[config.mk]
export PLATFORM = sky130hd
export DESIGN_NAME = spike_packet_router
export DESIGN_NICKNAME = d
export VERILOG_FILES = /design/src/rtl/spike_packet_router.sv
export SDC_FILE = /design/constraint.sdc
export NUM_CORES = 1
export LEC_CHECK = 0
export BUFFER_PORTS_ARGS = -buffer_cell sky130_fd_sc_hd__buf_2
export CORE_ASPECT_RATIO = 2
export CORE_MARGIN = 2
export CORE_UTILIZATION = 59
export DETAILED_ROUTE_END_ITERATION = 10
export GPL_TIMING_DRIVEN = 0
export PLACE_DENSITY = 0.86
export SLEW_MARGIN = 20
export SYNTH_ARGS = -nofsm -noshare
export SYNTH_HDL_FRONTEND = slang
export SYNTH_SLANG_ARGS = --single-unit
[constraint.sdc]
create_clock -name clk_i -period 3.1 [get_ports clk_i]
set_input_delay 0.155 -clock clk_i [delete_from_list [all_inputs] [get_ports clk_i]]
set_output_delay 0.155 -clock clk_i [all_outputs]
set_load 0.1 [all_outputs]
[src/rtl/spike_packet_router.sv]
// spike_packet_router
// Ingress stage in front of the tick scheduler. Each accepted spike event has
// its relative axonal delay turned into an absolute 4-bit delivery tick. The
// packet is then buffered in a FIFO and presented on a registered output stage
// with a valid/ready handshake. Packets whose delivery tick equals the
// scheduler's current tick are dropped. This covers both a FIFO head and a
// packet already waiting in the output stage.
//
// Ports
//   clk_i                 system clock, all logic on posedge
//   rst_i                 synchronous active-high reset
//   in_valid_i/in_ready_o ingress handshake (in_ready_o = !full, registered)
//   in_axon_i/in_delay_i/in_debug_i  event fields
//   current_tick_i        scheduler's current tick pointer
//   flush_i               discard all buffered packets
//   spike_packet_o        {delivery_tick[3:0], axon[7:0], debug[1:0]}
//   spike_packet_valid_o/spike_packet_ready_i  egress handshake
//   fifo_level_o          FIFO occupancy (output stage excluded)
//   reject_count_o        saturating count of delay < MIN_DELAY events
//   stale_count_o         saturating count of stale drops
//   error_o               sticky drop flag, cleared only by reset
//
// Build option: SPIKE_ROUTER_STATS_EN enables the two drop counters. When it
// is not defined, both counters read as zero and carry no registers.
//
// Output stage states
//   state    | meaning
//   S_EMPTY  | no packet presented, valid low
//   S_LOADED | packet presented, valid high
module spike_packet_router #(
    parameter int FIFO_DEPTH = 8,
    parameter int MIN_DELAY  = 1,
    parameter int CNT_W      = 8
) (
    input  logic                          clk_i,
    input  logic                          rst_i,
    input  logic                          in_valid_i,
    output logic                          in_ready_o,
    input  logic [7:0]                    in_axon_i,
    input  logic [3:0]                    in_delay_i,
    input  logic [1:0]                    in_debug_i,
    input  logic [3:0]                    current_tick_i,
    input  logic                          flush_i,
    output logic [13:0]                   spike_packet_o,
    output logic                          spike_packet_valid_o,
    input  logic                          spike_packet_ready_i,
    output logic [$clog2(FIFO_DEPTH):0]   fifo_level_o,
    output logic [CNT_W-1:0]              reject_count_o,
    output logic [CNT_W-1:0]              stale_count_o,
    output logic                          error_o
);

    localparam int AW = $clog2(FIFO_DEPTH);
    localparam int LW = AW + 1;
    localparam logic [LW-1:0] DEPTH_L = LW'(FIFO_DEPTH);
    localparam logic [3:0]    MIN_D   = 4'(MIN_DELAY);

    typedef enum logic {S_EMPTY, S_LOADED} out_state_e;

    out_state_e    state_q;
    logic [13:0]   mem_q [FIFO_DEPTH];
    logic [AW-1:0] wr_ptr_q, rd_ptr_q;
    logic [LW-1:0] count_q, count_d;
    logic [13:0]   pkt_q;
    logic          in_ready_q;
    logic          error_q;

    logic          accept, push, reject;
    logic [3:0]    deliv_tick;
    logic [13:0]   head;
    logic          fifo_nempty, head_stale;
    logic          fire, out_stale, can_load, pop;
    logic          head_drop, head_load, stale_evt;

    // A flush cycle swallows any accept, so nothing gets pushed or counted.
    assign accept     = in_valid_i && in_ready_q && !flush_i;
    assign push       = accept && (in_delay_i >= MIN_D);
    assign reject     = accept && (in_delay_i < MIN_D);
    assign deliv_tick = current_tick_i + in_delay_i;

    assign head        = mem_q[rd_ptr_q];
    assign fifo_nempty = (count_q != '0);
    assign head_stale  = (head[13:10] == current_tick_i);

    // A held packet that has gone stale is withdrawn. Nothing is reloaded on
    // that edge, so the FIFO head stays in place for the next cycle.
    assign fire      = (state_q == S_LOADED) && spike_packet_ready_i;
    assign out_stale = (state_q == S_LOADED) && !spike_packet_ready_i &&
                       (pkt_q[13:10] == current_tick_i);
    assign can_load  = (state_q == S_EMPTY) || fire;
    assign pop       = can_load && fifo_nempty;
    assign head_drop = pop && head_stale;
    assign head_load = pop && !head_stale;
    assign stale_evt = (head_drop || out_stale) && !flush_i;

    assign count_d = count_q + LW'(push) - LW'(pop);

    always_ff @(posedge clk_i) begin
        if (rst_i) begin
            state_q    <= S_EMPTY;
            pkt_q      <= '0;
            wr_ptr_q   <= '0;
            rd_ptr_q   <= '0;
            count_q    <= '0;
            in_ready_q <= 1'b0;
            error_q    <= 1'b0;
        end else if (flush_i) begin
            state_q    <= S_EMPTY;
            wr_ptr_q   <= '0;
            rd_ptr_q   <= '0;
            count_q    <= '0;
            in_ready_q <= 1'b1;
        end else begin
            if (push) begin
                mem_q[wr_ptr_q] <= {deliv_tick, in_axon_i, in_debug_i};
                wr_ptr_q        <= wr_ptr_q + AW'(1);
            end
            if (pop) begin
                rd_ptr_q <= rd_ptr_q + AW'(1);
            end
            count_q    <= count_d;
            in_ready_q <= (count_d != DEPTH_L);
            if (reject || stale_evt) begin
                error_q <= 1'b1;
            end
            case (state_q)
                S_EMPTY: begin
                    if (head_load) begin
                        pkt_q   <= head;
                        state_q <= S_LOADED;
                    end
                end
                S_LOADED: begin
                    if (fire) begin
                        if (head_load) begin
                            pkt_q <= head;
                        end else begin
                            state_q <= S_EMPTY;
                        end
                    end else if (out_stale) begin
                        state_q <= S_EMPTY;
                    end
                end
                default: state_q <= S_EMPTY;
            endcase
        end
    end

`ifdef SPIKE_ROUTER_STATS_EN
    logic [CNT_W-1:0] reject_cnt_q, stale_cnt_q;

    always_ff @(posedge clk_i) begin
        if (rst_i) begin
            reject_cnt_q <= '0;
            stale_cnt_q  <= '0;
        end else begin
            if (reject && (reject_cnt_q != '1)) begin
                reject_cnt_q <= reject_cnt_q + CNT_W'(1);
            end
            if (stale_evt && (stale_cnt_q != '1)) begin
                stale_cnt_q <= stale_cnt_q + CNT_W'(1);
            end
        end
    end

    assign reject_count_o = reject_cnt_q;
    assign stale_count_o  = stale_cnt_q;
`else
    assign reject_count_o = '0;
    assign stale_count_o  = '0;
`endif

    assign in_ready_o           = in_ready_q;
    assign spike_packet_o       = pkt_q;
    assign spike_packet_valid_o = (state_q == S_LOADED);
    assign fifo_level_o         = count_q;
    assign error_o              = error_q;

endmodule

# Word-level counts from Yosys, hierarchy flattened
# Memories as Yosys holds them, arrays and structs flattened. A register that Yosys moved wholly into a read port is not among the register bits.
# Index checks and enable logic that the tools add are counted.
dict set report totals {
  register_bits 27
  ramBits 112
  in_bits 23
  out_inout_bits 37
  wordCells 56
  mem_count 1
}
# memory depth width rd rd_clocked_by_memory_dff wr line_no
set mem_list {}
lappend mem_list {mem_q 8 14 1 1 1 61} ;# logic [13:0] mem_q [FIFO_DEPTH];
dict set report op_classes {
  n_addsub 5
  n_lt_le_gt_ge 2
  eq_ne 4
  mux 14
  bitwise_logic 2
  n_reduce_logical 21
}
# operator n
set ops {}
lappend ops {{$mux W14} 2}
lappend ops {{$pmux W14 S2} 1}
lappend ops {{$logic_and A1 B1 Y1} 11}
lappend ops {{$eq A4 B4 Y1} 2}
lappend ops {{$mux W1} 8}
lappend ops {{$add A3 B1 Y3 const B} 2}
lappend ops {{$mux W3} 2}
lappend ops {{$add A4 B1 Y4} 1}
lappend ops {{$add A4 B4 Y4} 1}
lappend ops {{$ge A4 B1 Y1 const B} 1}
lappend ops {{$lt A4 B1 Y1 const B} 1}
lappend ops {{$ne A4 B4 Y1 const B} 1}
lappend ops {{$reduce_and A2 Y1} 2}
lappend ops {{$reduce_bool A4 Y1} 1}
lappend ops {{$sub A4 B1 Y4} 1}
lappend ops {{$logic_not A1 Y1} 3}
lappend ops {{$logic_or A1 B1 Y1} 3}
lappend ops {{$ne A2 B1 Y1 const B} 1}
lappend ops {{$not A1 Y1} 2}
lappend ops {{$pmux W1 S2} 1}
lappend ops {{$reduce_or A2 Y1} 1}

# Longest topological paths before layout
# Gate-level depths: netlist of the first run.
dict set report logic_depth {
  ltp_word 8
  ltp_mapped 14
  ltp_nobuf 14
}

# Least setup slack after synthesis of the first run
# Ideal clock, no wire load.
dict set report synth_path {
  path_type {register to register}
  startpoint {register in_ready_q, in the netlist in_ready_o}
  endpoint {memory mem_q[5][0] (enable)}
  setup_time_ns 0.427
  arrival_ns 3.135
  required_time_ns 2.673
  setup_slack_ns -0.462
  path_stages_with_launch 5
  path_buffers 0
  synth_period_minus_slack_ns 3.562
  path_cell_list {dfxtp_1 -> nand3b_1 -> nor2_1 -> nand2_1 -> nor4b_1}
}
dict set report synth_via {
  elab_chain_len 7
}
# element line_no
set synth_rtl {}
lappend synth_rtl {{start, declared} 65} ;# logic in_ready_q;
lappend synth_rtl {{start signal, assigned} 122} ;# in_ready_q <= (count_d != DEPTH_L);
lappend synth_rtl {{$logic_and A1 B1 Y1 (2 in series)} 76} ;# assign accept = in_valid_i && in_ready_q && !flush_i;
lappend synth_rtl {{$logic_and A1 B1 Y1} 77} ;# assign push = accept && (in_delay_i >= MIN_D);
lappend synth_rtl {{$mux W1} 114} ;# if (push) begin
lappend synth_rtl {{$mux W1} 107} ;# end else if (flush_i) begin
lappend synth_rtl {{$mux W1} 99} ;# if (rst_i) begin
lappend synth_rtl {{$mux W1 (implied by the code)} 115} ;# mem_q[wr_ptr_q] <= {deliv_tick, in_axon_i, in_debug_i};
lappend synth_rtl {{end, declared} 61}
# No other way between the ends.

# Worst setup path in the final report of the first run
dict set report layout_path {
  startpoint {register count_q[2], in the netlist fifo_level_o[2]}
  endpoint {register in_ready_q, in the netlist in_ready_o}
}
dict set report layout_via {
  elab_chain_len 5
  word_cells_on_any_way 6
  cone_classes {2 x add/sub; 1 x eq/ne; 1 x mux; 2 x reduce/logical}
}
# element line_no
set layout_rtl {}
lappend layout_rtl {{start, declared} 63} ;# logic [LW-1:0] count_q, count_d;
lappend layout_rtl {{start signal, assigned} 121} ;# count_q <= count_d;
lappend layout_rtl {{branches (longest 2 deep; another with $add A4 B1 Y4)} --}
lappend layout_rtl {{$sub A4 B1 Y4 *} 96} ;# assign count_d = count_q + LW'(push) - LW'(pop);
lappend layout_rtl {{$ne A4 B4 Y1 *} 122}
lappend layout_rtl {{$mux W1 *} 107}
# Every way passes the cells marked *.
# A chain may end at the register's enable or synchronous reset.

==> flow_summary.ini, run 1 <==
[status]
status = finished, final reports clean

[synth]
synth_top_family_by_area = multiplexers
synth_edf_count = 112
synth-adder-area-share_pct = 2.75
async_flop_share_pct = 0
synthMuxAreaShare_pct = 15.5
synthSimpleGateAreaFrac_pct = 6.48
post_synth_num_cell_types = 43
synthTopCellsByArea = edfxtp_1, dfxtp_1, mux4_2
netlist_instances = 373
synth.ff_latch_count = 142
synthXorXnorAreaFrac_pct = 2.33
synth_commonest_cells = edfxtp_1, nor2_1, dfxtp_1
ys_warn_count = 0
synth_ff_type = edfxtp_1
synth_area_per_cell_um2 = 16.1
synth_area_mm2 = 0.00601
synth_compound_area_share_pct = 2.37
yosysTopAreaCell = edfxtp_1
yosysSeqAreaShare_pct = 66.0
synth_top_area_share_pct = 56.0
synth.most_common_cell = edfxtp_1

[routing]
dr.first_iter.drc_count = 174
wl_per_cell_um = 20.0
ant_nets = 0
dr.pass1.iters = 4
vias = 3371
vias_per_cell = 5.49
drt-total-wl_mm = 12.3
drcViolationCount = 0

[cts]
h-tree-depth = 4
cts_buffers = 17
cts-resized-gates = 0
cts.sinks = 142
clk_latency_ns = 0.41
cts_buffer_depth = 2
root_buffer = clkbuf_16
post_cts_buffers = 0
cts_tree = built
ctsHoldBuffers = 0
path_clk_slew_ns = 0.06

[floorplan]
num_rows = 52
die_h_um = 147
ios = 60
coreArea_mm2 = 0.0100
die_w_um = 75.4
die_area_mm2 = 0.0111
initial_core_util_pct = 60.0

[global_routing]
grt_overflow = 0
grt_pass1_wl_mm = 19.0
grt_use_total_pct = 24.4
grt_max_degree = 17
grt_pass1_vias = 3591
antenna_found_initial = 0

[critical_path]
crit_buf_inv = 4
crit_path_start_kind = register
crit_path_end_kind = register
max_stage_delay_ns = 0.37
critPathSlowestCell = fa_1
worstPathCellList = inv_1 -> ha_1 -> nand2_1 -> nand2_1 -> inv_1 -> ha_1 -> inv_1 -> ha_1 -> inv_1 -> fa_1 -> xor2_1 -> nand3_1 -> nor2_1 -> nor2_1
crit_path_frequent_cell = inv_1
cp_max_fo = 5
critical_path.top_delay_family = adder cells
cp.arrival_ns = 2.87
criticalPathCategory = register to register
required_ns = 3.38

[flow_run]
maxCapViolCount = 0

[power_and_ir_drop]
power.internal_w = 0.00393
leakage_nw = 2.64
irDropWorstVdd_mv = 0.540
pwr-share-seq_pct = 37.0
swShare_pct = 35.6
p_per_area_mw_per_mm2 = 850
p_clk_share_pct = 30.4
switchingPower_w = 0.00217
combPwrFrac_pct = 32.6

[cells_and_area]
layout.nets = 501
postLayoutCoreUtil_pct = 71.6
seq_area_mm2 = 0.00396
syn2layout_area_growth_pct = 19.4
antennaDiodeCount = 0
fin_area_mm2 = 0.00717
multiInputGateArea_mm2 = 0.00188
n_fill_cell = 647
drive_gt1_share_pct = 32.4

[placement]
dp_worst_setup_slack_ns = 0.415
placed_area_mm2 = 0.00662
place.gp.congestion = 0.877
hpwl_mm = 8.70
io_buffers = 42

[sta]
drv_slew = 0
max_slew.worst_pin.slew_ns = 0.884
slew_headroom_pct = 41.1
fin_crit_ns = 2.59
setup_viol = 0
layout_setup_ws_ns = 0.508
finalClockSkew_ns = 0.00707
fin_crit_sh_pct = 83.6
rsz0062_at_grt = no
hold_viol_final = 0
fmax_mhz = 386
setup_tns_ns = 0

[worst_hold_path]
min_path_type = primary input to register
==> path summary, 6_finish.rpt <==
kind	startpoint	slack, ns	to	cells after the start
hold / removal	in_axon_i[0]	0.01	mem_q[4][2]	1
hold reg to reg	rd_ptr_q[1]	0.48	register	2
setup / recovery	fifo_level_o[2]	0.51	in_ready_o	14
setup reg to reg	fifo_level_o[2]	0.51	in_ready_o	14
==> kinds of logic (layout without fill, tap and decap cells) <==
family / count (synthesis) / in the layout
xor+xnor: 16 / 16
other cells: 1 / 16
fa+ha+maj: 12 / 12
compound gates: 19 / 19
buf+inv: 45 / 136
flops: 142 / 142
simple gates: 76 / 76
mux: 62 / 62
==> through the flow <==
| stage | power, W | hold slack, ns | std cells |
|---|---|---|---|
| finish | 0.00610 | 0.0134 | 614 |
| global route | 0.00635 | 0.0174 | 614 |
| CTS | 0.00615 | 0.00187 | 614 |
| detailed placement | 0.00428 | 0.431 | 582 |
| global placement | 0.00422 | 0.410 | 565 |
| floorplan | 0.00392 | 0.254 | 388 |
==> power by group through the flow <==
stage | clock network (W) | registers, W | logic, W
detailed placement | 0 | 0.00229 | 0.00199
floorplan | 0 | 0.00290 | 0.00102
finish | 0.00186 | 0.00225 | 0.00199
CTS | 0.00189 | 0.00225 | 0.00200
global placement | 0 | 0.00229 | 0.00193
global route | 0.00197 | 0.00227 | 0.00211
==> worst register-to-register path, stage by stage (launching register included) <==
cell and delay, ns:
dfxtp_1 0.33, inv_1 0.06, ha_1 0.20, nand2_1 0.06
nand2_1 0.14, inv_1 0.26, ha_1 0.29, inv_1 0.06
ha_1 0.16, inv_1 0.06, fa_1 0.37, xor2_1 0.20
nand3_1 0.12, nor2_1 0.10, nor2_1 0.04
==> flip-flops by register name, indices dropped and copies added (netlist names), named ones only <==
| register | count |
|---|---|
| spike_packet_valid_o | 1 |
| wr_ptr_q | 3 |
| in_ready_o | 1 |
| mem_q | 112 |
| error_o | 1 |
| spike_packet_o | 14 |
| rd_ptr_q | 3 |
| fifo_level_o | 4 |
==> cell usage in the layout, fill, tap and decap left out, types with 3 or more instances in the layout <==
cell type and n:
xnor2_1 9, mux2_4 9, xor2_1 7, a21oi_1 5
clkbuf_16 17, a22oi_1 6, clkinvlp_4 4, buf_8 3
buf_2 51, ha_1 10, clkbuf_1 9, dfxtp_1 30
nor2_1 29, inv_1 14, nor2b_1 15, nand3b_1 3
mux2i_1 28, conb_1 16, nand2_1 9, clkinv_4 3
nor4b_2 3, mux4_2 21, buf_4 24, edfxtp_1 112
mux2_2 4
==> layout make-up <==
type | count | area share [%]
Multi-Input combinational cell | 201 | 26.2
Timing Repair Buffer | 59 | 4.73
Inverter | 14 | 0.732
Sequential cell | 142 | 55.2
Tap cell | 135 | 2.35
Clock buffer | 19 | 6.03
Buffer | 31 | 3.03
Clock inverter | 13 | 1.64
==> per-layer routing <==
| metal | global-route usage (%) | vias up | routed length [um] |
|---|---|---|---|
| li1 | - | 1552 | - |
| met1 | 28.0 | 1652 | 4290 |
| met2 | 40.8 | 133 | 6770 |
| met3 | 5.56 | 34 | 723 |
| met4 | 13.2 | 0 | 481 |
| met5 | 0 | - | 0 |
(Power assumes the default switching activity.)
==> inputs of run 2 (changes only) <==
Settings changed: ABC_AREA from default to 1, CORE_UTILIZATION 59 to 53, PLACE_DENSITY 0.86 to 0.81.
Clock period 3.1 ns to 2.3 ns, I/O delays scaled along.
==> flow_summary.ini, run 2 <==
[routing]
dr.first_iter.drc_count = 435
drt-total-wl_mm = 15.2
wl_per_cell_um = 18.1
ant_nets = 0
vias_per_cell = 5.55
drcViolationCount = 0
vias = 4663
dr.pass1.iters = 5

[placement]
hpwl_mm = 9.89
placed_area_mm2 = 0.00683
place.gp.congestion = 0.867
io_buffers = 43

[sta]
fin_crit_sh_pct = 99.6
finalClockSkew_ns = 0.00747
hold_viol_final = 0
max_slew.worst_pin.slew_ns = 0.605
rsz0062_at_grt = no
fmax_mhz = 437
drv_slew = 0
setup_viol = 0
fin_crit_ns = 2.29
slew_headroom_pct = 59.4

[cells_and_area]
n_fill_cell = 799
antennaDiodeCount = 0
final_cell_mix = nand2_1, edfxtp_1, inv_1, nor2_1, buf_2
syn2layout_area_growth_pct = 22.7
drive_gt1_share_pct = 20.8
layout.nets = 721
fin_area_mm2 = 0.00758
final_common_cell = nand2_1
largest_reg_flops = 112
regMostFlops = mem_q

[power_and_ir_drop]
leakage_nw = 3.13
p_per_area_mw_per_mm2 = 1290
finalPower_w = 0.00982
irDropWorstVdd_mv = 0.852

[critical_path]
cp.arrival_ns = 2.63
worstPathCellList = buf_4 -> clkbuf_1 -> o21ai_0 -> o221ai_1 -> o21ai_1 -> nand4_1 -> nand2_1 -> nor2_1
rr_endpoint = spike_packet_o[5]
crit_cells = 8
critPathSlowestCell = dfxtp_1
max_stage_delay_ns = 0.52
critical_path.top_delay_family = buffers and inverters
criticalPathCategory = register to register
crit_buf_inv = 2
reg2reg_slack_ns = 0.01
crit_path_start_kind = register
required_ns = 2.64
crit_path_end_kind = register
r2r_cells = 8
cp_max_fo = 10

[global_routing]
antenna_found_initial = 0
grt_max_degree = 17
grt_overflow = 0
grt_pass1_vias = 4706
grt_pass1_wl_mm = 23.5
grt_use_total_pct = 25.5

[synth]
async_flop_share_pct = 0
synth_area_mm2 = 0.00618
synthTopCellsByArea = edfxtp_1, dfxtp_1, nand2_1
netlist_instances = 593
synth_edf_count = 112
synth_commonest_cells = nand2_1, edfxtp_1, inv_1
post_synth_num_cell_types = 34
synth_area_per_cell_um2 = 10.4
synth.ff_latch_count = 142
yosysTopAreaCell = edfxtp_1
synth_top_area_share_pct = 54.4
synth_ff_type = edfxtp_1
ys_warn_count = 0
synth.most_common_cell = nand2_1
yosysSeqAreaShare_pct = 64.2

[cts]
cts.sinks = 142
root_buffer = clkbuf_16
h-tree-depth = 4
cts_buffers = 17
cts_buffer_depth = 2
clk_latency_ns = 0.42
path_clk_slew_ns = 0.06
cts_tree = built

[floorplan]
ios = 60
die_w_um = 80.3
die_area_mm2 = 0.0126
coreArea_mm2 = 0.0114
die_h_um = 157
initial_core_util_pct = 54.4
num_rows = 55

[flow_run]
maxCapViolCount = 0

[worst_hold_path]
min_to = spike_packet_valid_o
hold_start = spike_packet_ready_i
min_path_type = primary input to register
min_path_cells = 4

[status]
status = finished, final reports clean
run 2: cell types whose count changed in the layout (fill, tap and decap cells not counted), sizes merged, moves of 10 or more:
cell / before / now
mux2: 13 / 0
nand3: 2 / 31
mux4: 21 / 0
inv: 16 / 73
mux2i: 28 / 0
a21oi: 5 / 15
o22ai: 0 / 12
o21ai: 1 / 45
nor2b: 15 / 0
nor2: 31 / 70
nand2: 9 / 118
dlygate4sd3: 0 / 10
run 2: cells by family after synthesis:
kind of cell | synth area share [%]
simple gates | 15.9
flops | 64.2
buf+inv | 8.36
compound gates | 7.96
fa+ha+maj | 2.67
xor+xnor | 0.851
other cells | 0.0607
run 2: metal layers:
metal	track usage (%)	wire (um)	vias up
met3	5.65	966	61
met5	0	0	-
met2	45.6	8280	253
li1	-	-	2155
met1	26.0	5190	2194
met4	16.2	792	0
run 2: worst min-delay path, delay by kind of cell:
family                 cells  cell delay, ns
AO/OA/AOI/OAI              1            0.07
buffers and inverters      2            0.10
AND/OR/NAND/NOR            1            0.10
run 2: power by group:
part	internal, W	switching, W	total, W
Combinational	0.000989	0.00292	0.00391
Sequential	0.00301	0.000164	0.00317
Clock	0.00170	0.00103	0.00273
Total	0.00570	0.00411	0.00982
run 2: how the worst max path moves through the flow:
stage / from / end
floorplan: fifo_level_o[2] / in_ready_o
global placement: in_ready_o / mem_q[5][2]
detailed placement: fifo_level_o[2] / in_ready_o
CTS: fifo_level_o[3] / in_ready_o
global route: register / spike_packet_o[4]
finish: register / spike_packet_o[5]
run 2: through the flow:
step / setup TNS (ns) / cells / utilization (%) / hold slack (ns) / setup WS [ns]
after detailed placement: -0.166 / 798 / 60.1 / 0.381 / -0.165
after global placement: -7.45 / 793 / 59.5 / 0.373 / -0.207
after global routing: 0 / 840 / 66.8 / 0.0352 / 0.0144
final: 0 / 840 / 66.8 / 0.00644 / 0.00963
after CTS: 0 / 839 / 66.3 / 0.00191 / 0.00282
after floorplan: -0.518 / 608 / - / 0.214 / -0.235
run 2: repair_timing:
item | 4_1_cts | 5_1_grt
gates cloned | 0 | 0
hold buffers | 10 | 0
endpoints found under the setup margin | 2 | 43
buffers inserted | 1 | 2
pin swaps | 3 | 5
endpoints found under the hold margin | 80 | 0
gates resized for setup | 3 | 7
run 2: layout make-up:
type | count | area, um2 | share of cell area (%)
Buffer | 38 | 231 | 3.05
Clock buffer | 18 | 429 | 5.66
Clock inverter | 13 | 168 | 2.21
Inverter | 74 | 285 | 3.76
Multi-Input combinational cell | 352 | 1880 | 24.9
Sequential cell | 142 | 3980 | 52.5
Tap cell | 142 | 178 | 2.34
Timing Repair Buffer | 61 | 423 | 5.58
